===== src/rtl/divider_unit.sv =====
// RV32M divide/remainder unit: radix-2 restoring division, one quotient bit per cycle.
// Latency: 33 cycles from the accepting edge to done (1 cycle for divide-by-zero / signed overflow).
// Backpressure: busy is high while an op is in flight; starts arriving while busy are dropped, not queued.
module divider_unit (
   input  logic        clk,
   input  logic        rst,
   input  logic        div_start,
   input  logic [2:0]  div_op,
   input  logic [31:0] dividend,
   input  logic [31:0] divisor,
   output logic        busy,
   output logic        done,
   output logic [31:0] result
);

   typedef enum logic [1:0] {
      S_IDLE   = 2'd0,
      S_DIVIDE = 2'd1,
      S_FINISH = 2'd2
   } state_t;

   state_t      state_q,    state_d;
   logic [5:0]  cnt_q,      cnt_d;
   logic [31:0] rem_q,      rem_d;
   logic [31:0] quo_q,      quo_d;
   logic [31:0] dvsr_q,     dvsr_d;
   logic [31:0] result_q,   result_d;
   logic        neg_quo_q,  neg_quo_d;
   logic        neg_rem_q,  neg_rem_d;
   logic        is_rem_q,   is_rem_d;
   logic        done_q,     done_d;

   // Decode of the incoming request. Bit 0 of the op selects unsigned,
   // bit 1 selects remainder, bit 2 marks the request as a divide at all.
   logic        req_signed;
   logic        req_accept;
   logic        req_div_zero;
   logic        req_overflow;
   logic [31:0] abs_dividend;
   logic [31:0] abs_divisor;

   assign req_signed   = ~div_op[0];
   assign req_accept   = div_start & div_op[2];
   assign req_div_zero = (divisor == 32'd0);
   assign req_overflow = req_signed
                         & (dividend == 32'h8000_0000)
                         & (divisor  == 32'hFFFF_FFFF);

   // Magnitudes for signed ops; -2^31 maps onto 0x80000000, which is the
   // correct unsigned magnitude, so no special handling is needed here.
   assign abs_dividend = (req_signed && dividend[31]) ? (32'd0 - dividend) : dividend;
   assign abs_divisor  = (req_signed && divisor[31])  ? (32'd0 - divisor)  : divisor;

   // One restoring step: shift {rem,quo} left by one and try to subtract
   // the divisor from the upper half. The 33-bit trial keeps the bit that
   // falls out of rem so the sign of the difference is exact.
   logic [31:0] rem_shift;
   logic [32:0] trial;
   logic        trial_ok;

   assign rem_shift = {rem_q[30:0], quo_q[31]};
   assign trial     = {rem_q[31], rem_shift} - {1'b0, dvsr_q};
   assign trial_ok  = ~trial[32];

   // Final sign fix-up. The stored flags are zero for unsigned ops and for
   // the preset special-case results, so the same path serves every case.
   logic [31:0] quo_signed;
   logic [31:0] rem_signed;

   assign quo_signed = neg_quo_q ? (32'd0 - quo_q) : quo_q;
   assign rem_signed = neg_rem_q ? (32'd0 - rem_q) : rem_q;

   // Next-state and datapath control for the IDLE -> DIVIDE -> FINISH sequence.
   always_comb begin
      state_d   = state_q;
      cnt_d     = cnt_q;
      rem_d     = rem_q;
      quo_d     = quo_q;
      dvsr_d    = dvsr_q;
      result_d  = result_q;
      neg_quo_d = neg_quo_q;
      neg_rem_d = neg_rem_q;
      is_rem_d  = is_rem_q;
      done_d    = 1'b0;

      case (state_q)
         S_IDLE: begin
            if (req_accept) begin
               is_rem_d = div_op[1];
               cnt_d    = 6'd0;
               dvsr_d   = abs_divisor;
               if (req_div_zero) begin
                  // Quotient of all ones, remainder is the raw dividend.
                  quo_d     = 32'hFFFF_FFFF;
                  rem_d     = dividend;
                  neg_quo_d = 1'b0;
                  neg_rem_d = 1'b0;
                  state_d   = S_FINISH;
               end else if (req_overflow) begin
                  // -2^31 / -1 wraps: quotient -2^31, remainder 0.
                  quo_d     = 32'h8000_0000;
                  rem_d     = 32'd0;
                  neg_quo_d = 1'b0;
                  neg_rem_d = 1'b0;
                  state_d   = S_FINISH;
               end else begin
                  // Dividend bits are shifted out of quo into rem while
                  // quotient bits are shifted in from the bottom.
                  quo_d     = abs_dividend;
                  rem_d     = 32'd0;
                  neg_quo_d = req_signed & (dividend[31] ^ divisor[31]);
                  neg_rem_d = req_signed & dividend[31];
                  state_d   = S_DIVIDE;
               end
            end
         end

         S_DIVIDE: begin
            if (trial_ok) begin
               rem_d = trial[31:0];
               quo_d = {quo_q[30:0], 1'b1};
            end else begin
               rem_d = rem_shift;
               quo_d = {quo_q[30:0], 1'b0};
            end
            cnt_d = cnt_q + 6'd1;
            if (cnt_q == 6'd31) begin
               state_d = S_FINISH;
            end
         end

         S_FINISH: begin
            result_d = is_rem_q ? rem_signed : quo_signed;
            done_d   = 1'b1;
            state_d  = S_IDLE;
         end

         default: begin
            state_d = S_IDLE;
         end
      endcase
   end

   // State and datapath registers with synchronous reset; a reset mid-op
   // simply drops the in-flight division.
   always_ff @(posedge clk) begin
      if (rst) begin
         state_q   <= S_IDLE;
         cnt_q     <= 6'd0;
         rem_q     <= 32'd0;
         quo_q     <= 32'd0;
         dvsr_q    <= 32'd0;
         result_q  <= 32'd0;
         neg_quo_q <= 1'b0;
         neg_rem_q <= 1'b0;
         is_rem_q  <= 1'b0;
         done_q    <= 1'b0;
      end else begin
         state_q   <= state_d;
         cnt_q     <= cnt_d;
         rem_q     <= rem_d;
         quo_q     <= quo_d;
         dvsr_q    <= dvsr_d;
         result_q  <= result_d;
         neg_quo_q <= neg_quo_d;
         neg_rem_q <= neg_rem_d;
         is_rem_q  <= is_rem_d;
         done_q    <= done_d;
      end
   end

   // Busy covers every non-idle state, so it falls on the same edge that
   // registers done and rises on the edge that accepts a request.
   assign busy   = (state_q != S_IDLE);
   assign done   = done_q;
   assign result = result_q;

endmodule


===== config.mk =====
export PLATFORM = sky130hd
export DESIGN_NAME = divider_unit
export DESIGN_NICKNAME = d
export VERILOG_FILES = /design/src/rtl/divider_unit.sv
export SDC_FILE = /design/constraint.sdc
export NUM_CORES = 1
export LEC_CHECK = 0
export ABC_AREA = 1
export CORE_MARGIN = 2
export CORE_UTILIZATION = 60
export DETAILED_ROUTE_END_ITERATION = 12
export HOLD_SLACK_MARGIN = 0.03
export PLACE_DENSITY = 0.93
export SYNTH_ARGS = -nofsm -noshare
export SYNTH_HDL_FRONTEND = slang
export SYNTH_SLANG_ARGS = --single-unit
export TNS_END_PERCENT = 1

===== constraint.sdc =====
create_clock -name clk -period 2.8 [get_ports clk]
set_clock_uncertainty 0.2 [all_clocks]
set_input_delay 0.56 -clock clk [delete_from_list [all_inputs] [get_ports clk]]
set_output_delay 0.56 -clock clk [all_outputs]
set_load 0.005 [all_outputs]

==> results.md <==
* Data required, critical path at 2920 ps
* Initial Util at 61.56%
* Cell count after synthesis at 2221
* Number of H-tree branching levels at 4
* Yosys warning total at 0
* Area after DPL at 14710 um^2
* Share of synthesized area occupied by flip-flops and latches at 22.29%
* Top cell types by occurrence after synthesis: 607 x sky130_fd_sc_hd__nand2_1, 347 x sky130_fd_sc_hd__inv_1, 232 x sky130_fd_sc_hd__nor2_1
* Total CTS buffers at 17
* Pin count of the biggest net entering global routing at 102
* Fin nets at 2510
* HPWL Detailed at 36870 um
* Leading cell types by total area after synthesis: sky130_fd_sc_hd__dfxtp_1 22%, sky130_fd_sc_hd__nand2_1 18%, sky130_fd_sc_hd__inv_1 10%
* Status: finished, final reports clean
* Critical Path Source Type: flop
* Total routed wirelength at 47400 um
* DRC viols at 0
* Crit-path max FO at 16
* Post-CTS Repair Setup Buffers at 0
* Count of unique library cells instantiated by Yosys at 54
* Net Count, Synth at 2330
* Post-synth ARST share at 0%
* Netlist area before placement at 12580 um^2
* Time the worst path needs with I/O delays and setup at 2662 ps
* Number of iterations in the first detailed-routing pass at 6
* Final Total Pwr at 8.777 mW
* Most common flop cell mapped by yosys: sky130_fd_sc_hd__dfxtp_1
* Clock sink count at 140
* Count of flip-flops with a built-in enable after synthesis at 0
* Max_slew headroom at 53.89%
* Row count at 52
* Flop2flop setup slack at 140 ps
* FILL cells at 1752
* Insertion delay of the later-clocked pin in the worst-skew pair at 440 ps
* Remaining global-route overflow at 0
* Slew at the pin with the worst max-slew slack at 690.0 ps
* Number of pins with negative max-slew slack in the final report at 0
* Count of input and output buffers at 103
* Die Outline Area at 22130 um^2
* Total GRT Usage at 42.18%
* Cell type with the highest aggregate area in the netlist: sky130_fd_sc_hd__dfxtp_1
* Largest voltage drop on the vdd net at 0.5112 mV
* Nature of the critical path endpoint: flop
* Leakage at 7.673 nW
* Data arrival time of the critical path at 2780 ps
* Top-area cell type share of the netlist area at 22.29%
* Number of endpoints with negative hold slack in the final report at 0
* Number of max-capacitance violations reported at 0
* Share of the cycle needed by the critical path after routing at 95.07%
* Min-Delay Path Class: flop to flop
* GP Congestion at 1.062
* CTS root buffer: sky130_fd_sc_hd__clkbuf_16
* Per-cell routed wire length at 17.66 um
* Y dimension of the die at 148.8 um
* TritonCTS clock tree: done
* Die width at 148.8 um
* Count of inserted antenna diode cells at 0
* Synthesis-stage register bit count at 140
* Final setup fails at 0
* Mean number of vias per cell at 5.882
* Post-route design area at 15420 um^2
* Routed via count at 15788
* Fraction of layout cells with a size suffix above 1 at 9.818%
* Core Region at 20430 um^2
* Fin util at 75.49%
* Minimum hold slack at 271.6 ps
* CP Class: flop to flop
* Relative area change from synthesis to final layout at 22.63%
* Number of top-level pins at 104
* Buffers from clock root to sink, at most at 2
* Initial DRC count at 1937
* Via count of the first global-routing pass at 14473
* Avg Inst Size Synth at 5.662 um^2
* Pwr Density at 569.1 nW/um^2
* Cell with the most instances after synthesis: sky130_fd_sc_hd__nand2_1
* Number of nets with antenna violations after detailed routing at 0
* Clock-pin slew on the worst setup and hold paths at 70 ps
* Antenna violations before repair at 0
* Wire length of the first global-routing pass at 73200 um
* Fmax at 375.7 MHz
## sequential cells by signal, summed over array words and instances, names as in the netlist
signal	cells
done	1
neg_quo_q	1
cnt_q	6
state_q	2
rem_q	32
quo_q	32
dvsr_q	32
result	32
is_rem_q	1
neg_rem_q	1
## cells by family (layout without fill, tap and decap cells)
family / Yosys count / in the layout / share of synthesized area [%]
fa+ha+maj: 39 / 39 / 3.940
xor+xnor: 61 / 61 / 4.248
flops: 140 / 140 / 22.29
compound gates: 402 / 402 / 17.60
buf+inv: 434 / 627 / 13.47
simple gates: 1145 / 1145 / 38.45
## cell usage in the layout (no fill, tap or decap), types with 49 or more instances in the layout
cell and count:
sky130_fd_sc_hd__inv_1 346, sky130_fd_sc_hd__clkdlybuf4s50_1 103, sky130_fd_sc_hd__buf_4 129, sky130_fd_sc_hd__o21ai_0 177, sky130_fd_sc_hd__dfxtp_1 136, sky130_fd_sc_hd__nand3_1 192
sky130_fd_sc_hd__a21oi_1 130, sky130_fd_sc_hd__nand2_1 604, sky130_fd_sc_hd__nor2_1 229, sky130_fd_sc_hd__xor2_1 49
## metrics by stage
stage               instances  setup slack [ps]  setup TNS [ps]
finish                   2684             138.1               0
global route             2684            -42.85          -93.51
CTS                      2682             17.32               0
detailed placement       2650            -179.1           -5555
global placement         2650            -127.1           -2568
floorplan                2221             276.1               0
## worst max-delay path, stage by stage, from the launching register on
cell,delay (ps)
sky130_fd_sc_hd__dfxtp_2,340
sky130_fd_sc_hd__inv_1,50
sky130_fd_sc_hd__ha_1,220
sky130_fd_sc_hd__fa_2,350
sky130_fd_sc_hd__inv_1,80
sky130_fd_sc_hd__nand3_1,80
sky130_fd_sc_hd__nand2_2,90
sky130_fd_sc_hd__nand2_1,60
sky130_fd_sc_hd__nand2_2,80
sky130_fd_sc_hd__nand2_1,60
sky130_fd_sc_hd__nand2_2,100
sky130_fd_sc_hd__nand2_2,100
sky130_fd_sc_hd__nand2_2,90
sky130_fd_sc_hd__nand2_2,70
sky130_fd_sc_hd__nand2_4,150
sky130_fd_sc_hd__clkbuf_16,190
sky130_fd_sc_hd__nand2_1,70
sky130_fd_sc_hd__nand3_1,110
sky130_fd_sc_hd__a21oi_2,60
## final timing paths
| check | startpoint | endpoint | cells after the start |
|---|---|---|---|
| setup reg to reg | quo_q[31] | rem_q[21] | 18 |
| hold / removal | cnt_q[5] | cnt_q[5] | 1 |
| hold reg to reg | cnt_q[5] | cnt_q[5] | 1 |
| setup / recovery | quo_q[31] | rem_q[21] | 18 |
## cell type report
cell class / count / area, um^2 / area share [%]
Multi-Input combinational cell: 1647 / 8138 / 52.77
Sequential cell: 140 / 2808 / 18.21
Timing Repair Buffer: 241 / 2190 / 14.20
Inverter: 354 / 1329 / 8.616
Clock buffer: 17 / 425.4 / 2.758
Tap cell: 270 / 337.8 / 2.190
Clock inverter: 15 / 195.2 / 1.266
## layer usage
layer / up-vias / GRT usage, % / part of all wire, % / routed length [um]
li1: 7487 / - / - / -
met1: 7051 / 54.10 / 39 / 18360
met2: 1046 / 67.18 / 44 / 20660
met3: 204 / 10.28 / 13 / 5933
met4: 0 / 19.33 / 5.2 / 2443
met5: - / 0 / 0 / 0
## what timing repair did
action                                 4_1_cts  5_1_grt
resized for setup                            1       14
gates cloned                                 0        2
setup endpoints to repair                    1       33
hold buffers                                 0        0
endpoints found under the hold margin        0        0
pin swaps                                    0        1
## report_power, final
part | total [mW] | switching (mW) | leakage (nW) | internal (mW)
combinational | 4.02 | 2.61 | 6.22 | 1.41
sequential | 2.34 | 0.197 | 1.15 | 2.15
clock | 2.42 | 1.06 | 0.306 | 1.36
total | 8.78 | 3.86 | 7.67 | 4.92
(Power assumes the default switching activity.)
